**src/rtl/wave_sequencer_pkg.sv**
```systemverilog
// ----------------------------------------------------------------------------
// wave_sequencer_pkg
// Shared types and constants for the wave sequencer and its tick generator:
//   - seq_state_t  : playback FSM states (idle, playing, one-cycle done)
//   - step_entry_t : one step-table entry {mask, scale, dur}
//   - width constants for the table fields and the step index / step count
//   - effDur()     : duration in ticks actually played (a zero duration plays
//                    as one tick)
// ----------------------------------------------------------------------------
package wave_sequencer_pkg;

    localparam int MASK_W  = 4;
    localparam int SCALE_W = 6;
    localparam int DUR_W   = 8;
    localparam int IDX_W   = 3;
    localparam int NSTEP_W = 4;

    typedef enum logic [1:0] {
        ST_IDLE,
        ST_PLAY,
        ST_DONE
    } seq_state_t;

    typedef struct packed {
        logic [MASK_W-1:0]  mask;
        logic [SCALE_W-1:0] scale;
        logic [DUR_W-1:0]   dur;
    } step_entry_t;

    // Every table entry comes out of reset silent, with a one-tick duration
    localparam step_entry_t ENTRY_RESET = '{mask: '0, scale: '0, dur: 8'd1};

    function automatic logic [DUR_W-1:0] effDur(input logic [DUR_W-1:0] dur);
        return (dur == '0) ? DUR_W'(1) : dur;
    endfunction

endpackage

```
**src/rtl/wave_sequencer_tick.sv**
```systemverilog
// ----------------------------------------------------------------------------
// seq_tick_gen
// Duration-tick prescaler. A down-counter that reads zero once every TICK_DIV
// cycles; o_tick is high in that cycle. i_clear reloads the counter so that
// the first tick after a step load lands exactly TICK_DIV cycles later.
//   sysclk   in  clock
//   sysrst_n in  asynchronous active-low reset (counter forced to 0)
//   i_clear  in  reload the prescaler (step load, or not playing)
//   o_tick   out one-cycle duration tick
// ----------------------------------------------------------------------------
module seq_tick_gen #(
    parameter int TICK_DIV = 1000
) (
    input  logic sysclk,
    input  logic sysrst_n,
    input  logic i_clear,
    output logic o_tick
);

    localparam int CNT_W = (TICK_DIV > 1) ? $clog2(TICK_DIV) : 1;
    localparam logic [CNT_W-1:0] RELOAD = CNT_W'(TICK_DIV - 1);

    logic [CNT_W-1:0] r_count;

    // Counts TICK_DIV-1 down to 0 and reloads; a clear restarts the period.
    always_ff @(posedge sysclk or negedge sysrst_n) begin
        if (!sysrst_n) begin
            r_count <= '0;
        end else if (i_clear || (r_count == '0)) begin
            r_count <= RELOAD;
        end else begin
            r_count <= r_count - CNT_W'(1);
        end
    end

    // Not gated by i_clear: the clear itself depends on the tick at step end.
    assign o_tick = (r_count == '0);

endmodule

```
**src/rtl/wave_sequencer.sv**
```systemverilog
// ----------------------------------------------------------------------------
// wave_sequencer
// Plays a programmable table of steps into a summing synthesizer. Each step
// holds a generator enable mask and an amplitude scale for dur*TICK_DIV
// cycles; steps follow each other with no gap, optionally looping.
//   sysclk, sysrst_n              clock, async active-low reset
//   wr_en/wr_addr/wr_mask/
//   wr_scale/wr_dur               table write port (accepted only in IDLE)
//   wr_ready                      high while writes are accepted
//   start/stop/loop_en/num_steps  playback control
//   Enable_SW, Scale              registered synthesizer controls
//   busy, step_idx, done          playback status
// ----------------------------------------------------------------------------
module wave_sequencer
    import wave_sequencer_pkg::*;
#(
    parameter int TICK_DIV = 1000,
    parameter int DEPTH    = 8
) (
    input  logic               sysclk,
    input  logic               sysrst_n,
    input  logic               wr_en,
    input  logic [IDX_W-1:0]   wr_addr,
    input  logic [MASK_W-1:0]  wr_mask,
    input  logic [SCALE_W-1:0] wr_scale,
    input  logic [DUR_W-1:0]   wr_dur,
    output logic               wr_ready,
    input  logic               start,
    input  logic               stop,
    input  logic               loop_en,
    input  logic [NSTEP_W-1:0] num_steps,
    output logic [MASK_W-1:0]  Enable_SW,
    output logic [SCALE_W-1:0] Scale,
    output logic               busy,
    output logic [IDX_W-1:0]   step_idx,
    output logic               done
);

    localparam logic [NSTEP_W:0] DEPTH_N = (NSTEP_W + 1)'(DEPTH);
    localparam logic [IDX_W:0]   DEPTH_A = (IDX_W + 1)'(DEPTH);

    seq_state_t         r_state;
    seq_state_t         w_stateNext;
    step_entry_t        r_table [DEPTH];
    logic [MASK_W-1:0]  r_enable;
    logic [SCALE_W-1:0] r_scale;
    logic [IDX_W-1:0]   r_stepIdx;
    logic [DUR_W-1:0]   r_durCnt;
    logic [NSTEP_W-1:0] r_numSteps;

    logic               w_tick;
    logic               w_tickClear;
    logic               w_load;
    logic [IDX_W-1:0]   w_loadIdx;
    logic               w_startOk;
    logic               w_stepEnd;
    logic               w_lastStep;
    step_entry_t        w_entry;

    assign w_startOk  = start && (num_steps != '0) && ({1'b0, num_steps} <= DEPTH_N);
    assign w_stepEnd  = w_tick && (r_durCnt == DUR_W'(1));
    assign w_lastStep = ({1'b0, r_stepIdx} == (r_numSteps - NSTEP_W'(1)));
    assign w_entry    = r_table[w_loadIdx];

    // Prescaler restarts on every step load and stays parked outside PLAY.
    assign w_tickClear = w_load || (r_state != ST_PLAY);

    seq_tick_gen #(
        .TICK_DIV(TICK_DIV)
    ) u_tick (
        .sysclk  (sysclk),
        .sysrst_n(sysrst_n),
        .i_clear (w_tickClear),
        .o_tick  (w_tick)
    );

    // State register for the playback FSM.
    always_ff @(posedge sysclk or negedge sysrst_n) begin
        if (!sysrst_n) begin
            r_state <= ST_IDLE;
        end else begin
            r_state <= w_stateNext;
        end
    end

    // Next-state logic and step-load decisions. Stop beats everything while
    // playing; a step load in the last cycle of a step makes advance seamless.
    always_comb begin
        w_stateNext = r_state;
        w_load      = 1'b0;
        w_loadIdx   = '0;
        case (r_state)
            ST_IDLE: begin
                if (w_startOk) begin
                    w_stateNext = ST_PLAY;
                    w_load      = 1'b1;
                end
            end
            ST_PLAY: begin
                if (stop) begin
                    w_stateNext = ST_IDLE;
                end else if (w_stepEnd) begin
                    if (!w_lastStep) begin
                        w_load    = 1'b1;
                        w_loadIdx = r_stepIdx + IDX_W'(1);
                    end else if (loop_en) begin
                        w_load = 1'b1;
                    end else begin
                        w_stateNext = ST_DONE;
                    end
                end
            end
            ST_DONE: begin
                w_stateNext = ST_IDLE;
            end
            default: begin
                w_stateNext = ST_IDLE;
            end
        endcase
    end

    // Step table: written only while idle, so it never changes under playback.
    always_ff @(posedge sysclk or negedge sysrst_n) begin
        if (!sysrst_n) begin
            for (int i = 0; i < DEPTH; i++) begin
                r_table[i] <= ENTRY_RESET;
            end
        end else if ((r_state == ST_IDLE) && wr_en && ({1'b0, wr_addr} < DEPTH_A)) begin
            r_table[wr_addr] <= '{mask: wr_mask, scale: wr_scale, dur: wr_dur};
        end
    end

    // Step count is captured at start so the sequence length is fixed per run.
    always_ff @(posedge sysclk or negedge sysrst_n) begin
        if (!sysrst_n) begin
            r_numSteps <= '0;
        end else if ((r_state == ST_IDLE) && w_startOk) begin
            r_numSteps <= num_steps;
        end
    end

    // Output registers and duration counter: loaded from the table at each
    // step load, counted down per tick, and zeroed whenever PLAY is left.
    always_ff @(posedge sysclk or negedge sysrst_n) begin
        if (!sysrst_n) begin
            r_enable  <= '0;
            r_scale   <= '0;
            r_stepIdx <= '0;
            r_durCnt  <= '0;
        end else if (w_load) begin
            r_enable  <= w_entry.mask;
            r_scale   <= w_entry.scale;
            r_stepIdx <= w_loadIdx;
            r_durCnt  <= effDur(w_entry.dur);
        end else if (w_stateNext != ST_PLAY) begin
            r_enable  <= '0;
            r_scale   <= '0;
            r_stepIdx <= '0;
            r_durCnt  <= '0;
        end else if (w_tick) begin
            r_durCnt <= r_durCnt - DUR_W'(1);
        end
    end

    assign Enable_SW = r_enable;
    assign Scale     = r_scale;
    assign step_idx  = r_stepIdx;
    assign busy      = (r_state == ST_PLAY);
    assign done      = (r_state == ST_DONE);
    assign wr_ready  = (r_state == ST_IDLE);

endmodule

```
**config.mk**
```make
export PLATFORM = sky130hd
export DESIGN_NAME = wave_sequencer
export DESIGN_NICKNAME = d
export VERILOG_FILES = /design/src/rtl/wave_sequencer_pkg.sv /design/src/rtl/wave_sequencer_tick.sv /design/src/rtl/wave_sequencer.sv
export SDC_FILE = /design/constraint.sdc
export NUM_CORES = 1
export LEC_CHECK = 0
export ABC_AREA = 1
export CAP_MARGIN = 20
export CELL_PAD_IN_SITES_DETAIL_PLACEMENT = 0
export CELL_PAD_IN_SITES_GLOBAL_PLACEMENT = 1
export CORE_MARGIN = 2
export CORE_UTILIZATION = 35
export DETAILED_ROUTE_END_ITERATION = 8
export PLACE_DENSITY_LB_ADDON = 0.1
export SYNTH_ARGS = -nofsm -noshare
export SYNTH_HDL_FRONTEND = slang
export SYNTH_HIERARCHICAL = 1
export SYNTH_SLANG_ARGS = --single-unit
```
**constraint.sdc**
```tcl
create_clock -name sysclk -period 2.7 [get_ports sysclk]
set_input_delay 0.27 -clock sysclk [delete_from_list [all_inputs] [get_ports sysclk]]
set_output_delay 0.27 -clock sysclk [all_outputs]
set_load 0.01 [all_outputs]
```
==> implementation parameters, run 1 <==
Parameter                              Value

Timing
  Unrepaired setup endpoints after global routing    yes
  Fin worst setup slack    0.0910 ns
  Final hold violation count    0
  Share of the clock period used by the worst path    96.6%
  Fin crit period    2.61 ns
  F_max    383 MHz
  Final setup viols    0
  Setup TNS    0 ns
  Relative max-transition margin    58.1%
  Worst Max-Slew Pin Slew    0.627 ns
  Clock Skews    0.0125 ns
  Number of slew-limit violations in the final report    0

Power and ir drop
  Flop pwr share    47.0%
  PwrDens    719 nW/um^2
  Switching Share    32.2%
  Comb power frac    21.2%
  Worst IR drop on VDD    0.291 mV
  Power share of the clock group    31.8%
  Switch Pwr    2.51 mW
  Cell-internal power    5.28 mW
  Pleak    5.04 nW

Global route
  Most congested layer reported by global routing    met1
  All-Layer GR Usage    19.8%
  GR Util met1    30.5%
  GR met2 Demand/Resource    29.6%
  Number of global-route vias before repair    7076
  Pin count of the biggest net entering global routing    57
  GR Overflow Total    0
  Met3 GRT Util    2.89%
  Number of antenna violations at the first check in global routing    0
  First-pass GRT wire length    40500 um

Floorplanning
  Chip width    162 um
  Rows    57
  Num ports    47
  Chip height    162 um
  Total die area    26200 um^2
  Core Box Area    24400 um^2
  Initial cell density of the core    35.8%

Clock tree
  Clock transition at the registers of the reported paths    0.08 ns
  Number of buffers inserted during clock tree synthesis    17
  TritonCTS clock tree    yes
  Clock insertion delay at the later pin of the skew report    0.43 ns
  H-tree lvl count    4
  Sinks on Clock Net    181
  Number of buffers on the longest clock path    2
  Root buf cell    clkbuf_16

Worst setup path
  Kind of end point of the critical path    flip-flop
  Crit path arrival time    2.93 ns
  Path type of the worst setup path    flip-flop to flip-flop
  Worst Path Required    3.02 ns
  Critical path launch point type    flip-flop
  Peak fanout along the critical path    6

Place
  Cell Area, Placed    9740 um^2
  Worst Setup Slack post-DPL    0.0507 ns
  Routability congestion estimate from global placement    0.834
  Post-DP HPWL    15900 um
  # port buffers    46

Yosys
  Area share of and/or/nand/nor cells after synthesis    25.5%
  Synthesized netlist cell count    1095
  Adder and majority gate portion of the synthesized area    0.716%
  Synthesis-stage register bit count    181
  Count of unique library cells instantiated by Yosys    33
  Cell area after synthesis    8730 um^2
  Yosys warns    6
  Syn avg cell area    7.97 um^2
  Proportion of synthesized chip area in sequential cells    52.0%
  Share of synthesized area spent on multiplexers    0.129%
  Area fraction in compound gates after synthesis    13.2%
  Combinational family with the most area after synthesis    simple AND/OR/NAND/NOR gates
  XOR/XNOR share of the synthesized area    0.702%
  Number of nets produced by synthesis    1131

Final layout
  Layout overhead on the synthesized area    24.1%
  Number of diodes    0
  Nets    1201
  Layout cells sized above 1    14.1%
  Fin util    44.4%
  Area of all placed cells without fillers    10800 um^2

Drt
  Drt first pass iters    5
  DRC    0
  Antenna violation net count after detailed routing    0
  Iteration-0 DRC Markers    602
  Total vias in the final route    7384
  Post-detailed-route via-to-cell ratio    4.92
  Routed wire length per instance    17.1 um
  Final Routed Wirelength    25600 um

Worst hold path
  Hold/Removal Path Class    primary input to asynchronous set/reset pin

Job
  Max-capacitance violation count    0

Run status
  Run status    finished, final reports clean
==> power by group through the flow <==
stage                     registers (mW)  logic [mW]  clock network (mW)
after floorplan                     3.63        1.06                   0
after global placement              3.69        1.55                   0
after detailed placement            3.70        1.55                   0
after CTS                           3.66        1.56                2.53
after global routing                3.73        1.92                2.64
final                               3.66        1.65                2.47
==> cell usage in the layout (no fill, tap or decap), types with 2 or more instances in the layout <==
| master | count |
|---|---|
| nor2_4 | 9 |
| ha_1 | 3 |
| clkdlybuf4s50_1 | 45 |
| nand4_1 | 2 |
| a21oi_1 | 16 |
| dfrtp_1 | 173 |
| o22ai_1 | 3 |
| inv_1 | 115 |
| dfstp_2 | 8 |
| or2_1 | 2 |
| o21ai_1 | 4 |
| buf_8 | 2 |
| buf_6 | 6 |
| buf_4 | 36 |
| a31oi_1 | 2 |
| nand3_4 | 2 |
| buf_12 | 8 |
| nor2_1 | 28 |
| nor2_2 | 5 |
| nor3_1 | 3 |
| nand3b_1 | 12 |
| nand3_1 | 116 |
| o221ai_1 | 9 |
| inv_6 | 3 |
| xnor2_1 | 2 |
| ha_4 | 2 |
| nand2_2 | 16 |
| clkbuf_16 | 22 |
| clkinvlp_4 | 2 |
| nand3_2 | 19 |
| inv_8 | 5 |
| nand2_1 | 286 |
| o21ai_0 | 182 |
| clkbuf_8 | 2 |
| clkinv_4 | 2 |
| xor2_1 | 5 |
| inv_2 | 8 |
==> final timing paths <==
check | slack [ns] | end | cells after the start | from
min reg2reg | 0.47 | u_tick/r_count[0] | 1 | u_tick/r_count[0]
min in group sysclk | 0.44 | r_numSteps[1] | 3 | num_steps[1]
max in group asynchronous | 1.53 | r_table[137] | 3 | sysrst_n
max reg2reg | 0.09 | r_durCnt[0] | 22 | u_tick/r_count[0]
min | 0.34 | r_numSteps[1] | 2 | sysrst_n
max | 0.09 | r_durCnt[0] | 22 | u_tick/r_count[0]
==> flip-flops by register name (all words and copies together), names as in the netlist <==
register        count
Enable_SW           4
Scale               6
r_durCnt            8
r_numSteps          4
r_state             2
r_table           144
step_idx            3
u_tick/r_count     10
==> what timing repair did <==
item / CTS / global route
hold buffers: 1 / 0
buffers inserted: 0 / 18
hold endpoints to repair: 42 / 0
endpoints found under the setup margin: 0 / 18
gates resized for setup: 0 / 60
==> synth_stat cells <==
cell type / number / area share [%]
a21oi_1: 17 / 0.97
a31oi_1: 2 / 0.14
and2_1: 1 / 0.072
buf_1: 1 / 0.043
buf_2: 13 / 0.75
buf_4: 1 / 0.086
clkbuf_1: 38 / 1.6
dfrtp_1: 173 / 50
dfstp_2: 8 / 2.4
ha_1: 5 / 0.72
inv_1: 118 / 5.1
inv_2: 5 / 0.21
mux2_1: 1 / 0.13
nand2_1: 299 / 13
nand2_2: 4 / 0.29
nand3_1: 130 / 7.5
nand3_2: 7 / 0.80
nand3b_1: 12 / 1.0
nand4_1: 2 / 0.14
nor2_1: 34 / 1.5
nor2_2: 5 / 0.36
nor2_4: 3 / 0.39
nor2_8: 1 / 0.23
nor3_1: 4 / 0.23
o21ai_0: 182 / 10
o21ai_1: 4 / 0.23
o21bai_1: 1 / 0.086
o221ai_1: 10 / 1.0
o22ai_1: 4 / 0.29
or2_1: 2 / 0.14
or2_2: 1 / 0.072
xnor2_1: 2 / 0.20
xor2_1: 5 / 0.50
==> layer usage <==
metal	vias up	share of wire, %
li1	3700	-
met1	3554	52
met4	0	0.67
met3	16	2.6
met2	114	45
met5	-	0
==> worst max-delay path, stage by stage (launching register included) <==
cell and delay, ns:
dfrtp_1 0.39, inv_2 0.08, ha_4 0.15, nand3_4 0.10
nor2_4 0.15, nand2_2 0.08, nor2_4 0.11, nand3_4 0.10
nor2_4 0.22, nand2_4 0.10, clkbuf_16 0.17, buf_8 0.13
buf_12 0.13, nand2_2 0.06, nand3_2 0.06, nand3_2 0.09
nand2_2 0.06, nand2_1 0.06, nor2_1 0.04, nand2_1 0.05
nand2_1 0.05, nand2_1 0.07, a21oi_2 0.06
==> kinds of logic after synthesis <==
| logic type | Yosys count |
|---|---|
| adder cells (fa/ha/maj) | 5 |
| XOR/XNOR | 7 |
| buffers and inverters | 176 |
| AO/OA/AOI/OAI | 220 |
| multiplexers | 1 |
| flip-flops | 181 |
| AND/OR/NAND/NOR | 505 |
==> per-stage QoR <==
stage	power (mW)	hold slack, ns	instances
floorplan	4.69	-0.0256	1095
global placement	5.24	0.244	1445
detailed placement	5.25	0.242	1445
CTS	7.75	0.342	1478
global route	8.29	0.355	1502
finish	7.79	0.337	1502
==> cell type report <==
class | count | area [um^2]
sequential | 181 | 4540
multi-input combinational | 738 | 3730
clock buffer | 18 | 439
timing repair buffer | 104 | 1130
fill | 2487 | 13600
tap | 324 | 405
inverter | 123 | 462
clock inverter | 14 | 136
Note: power is estimated with default switching activity, not from simulation.
==> run 2: changes to the inputs <==
CTS_CLUSTER_DIAMETER = 30   (was not set)
==> results of run 2 <==
No change in the layout: final DEF, timing and power equal those of run 1.
==> run 3: changes to the inputs <==
SLEW_MARGIN = 20   (was not set)
==> results of run 3 <==
No change in the layout: final DEF, timing and power equal those of run 1.
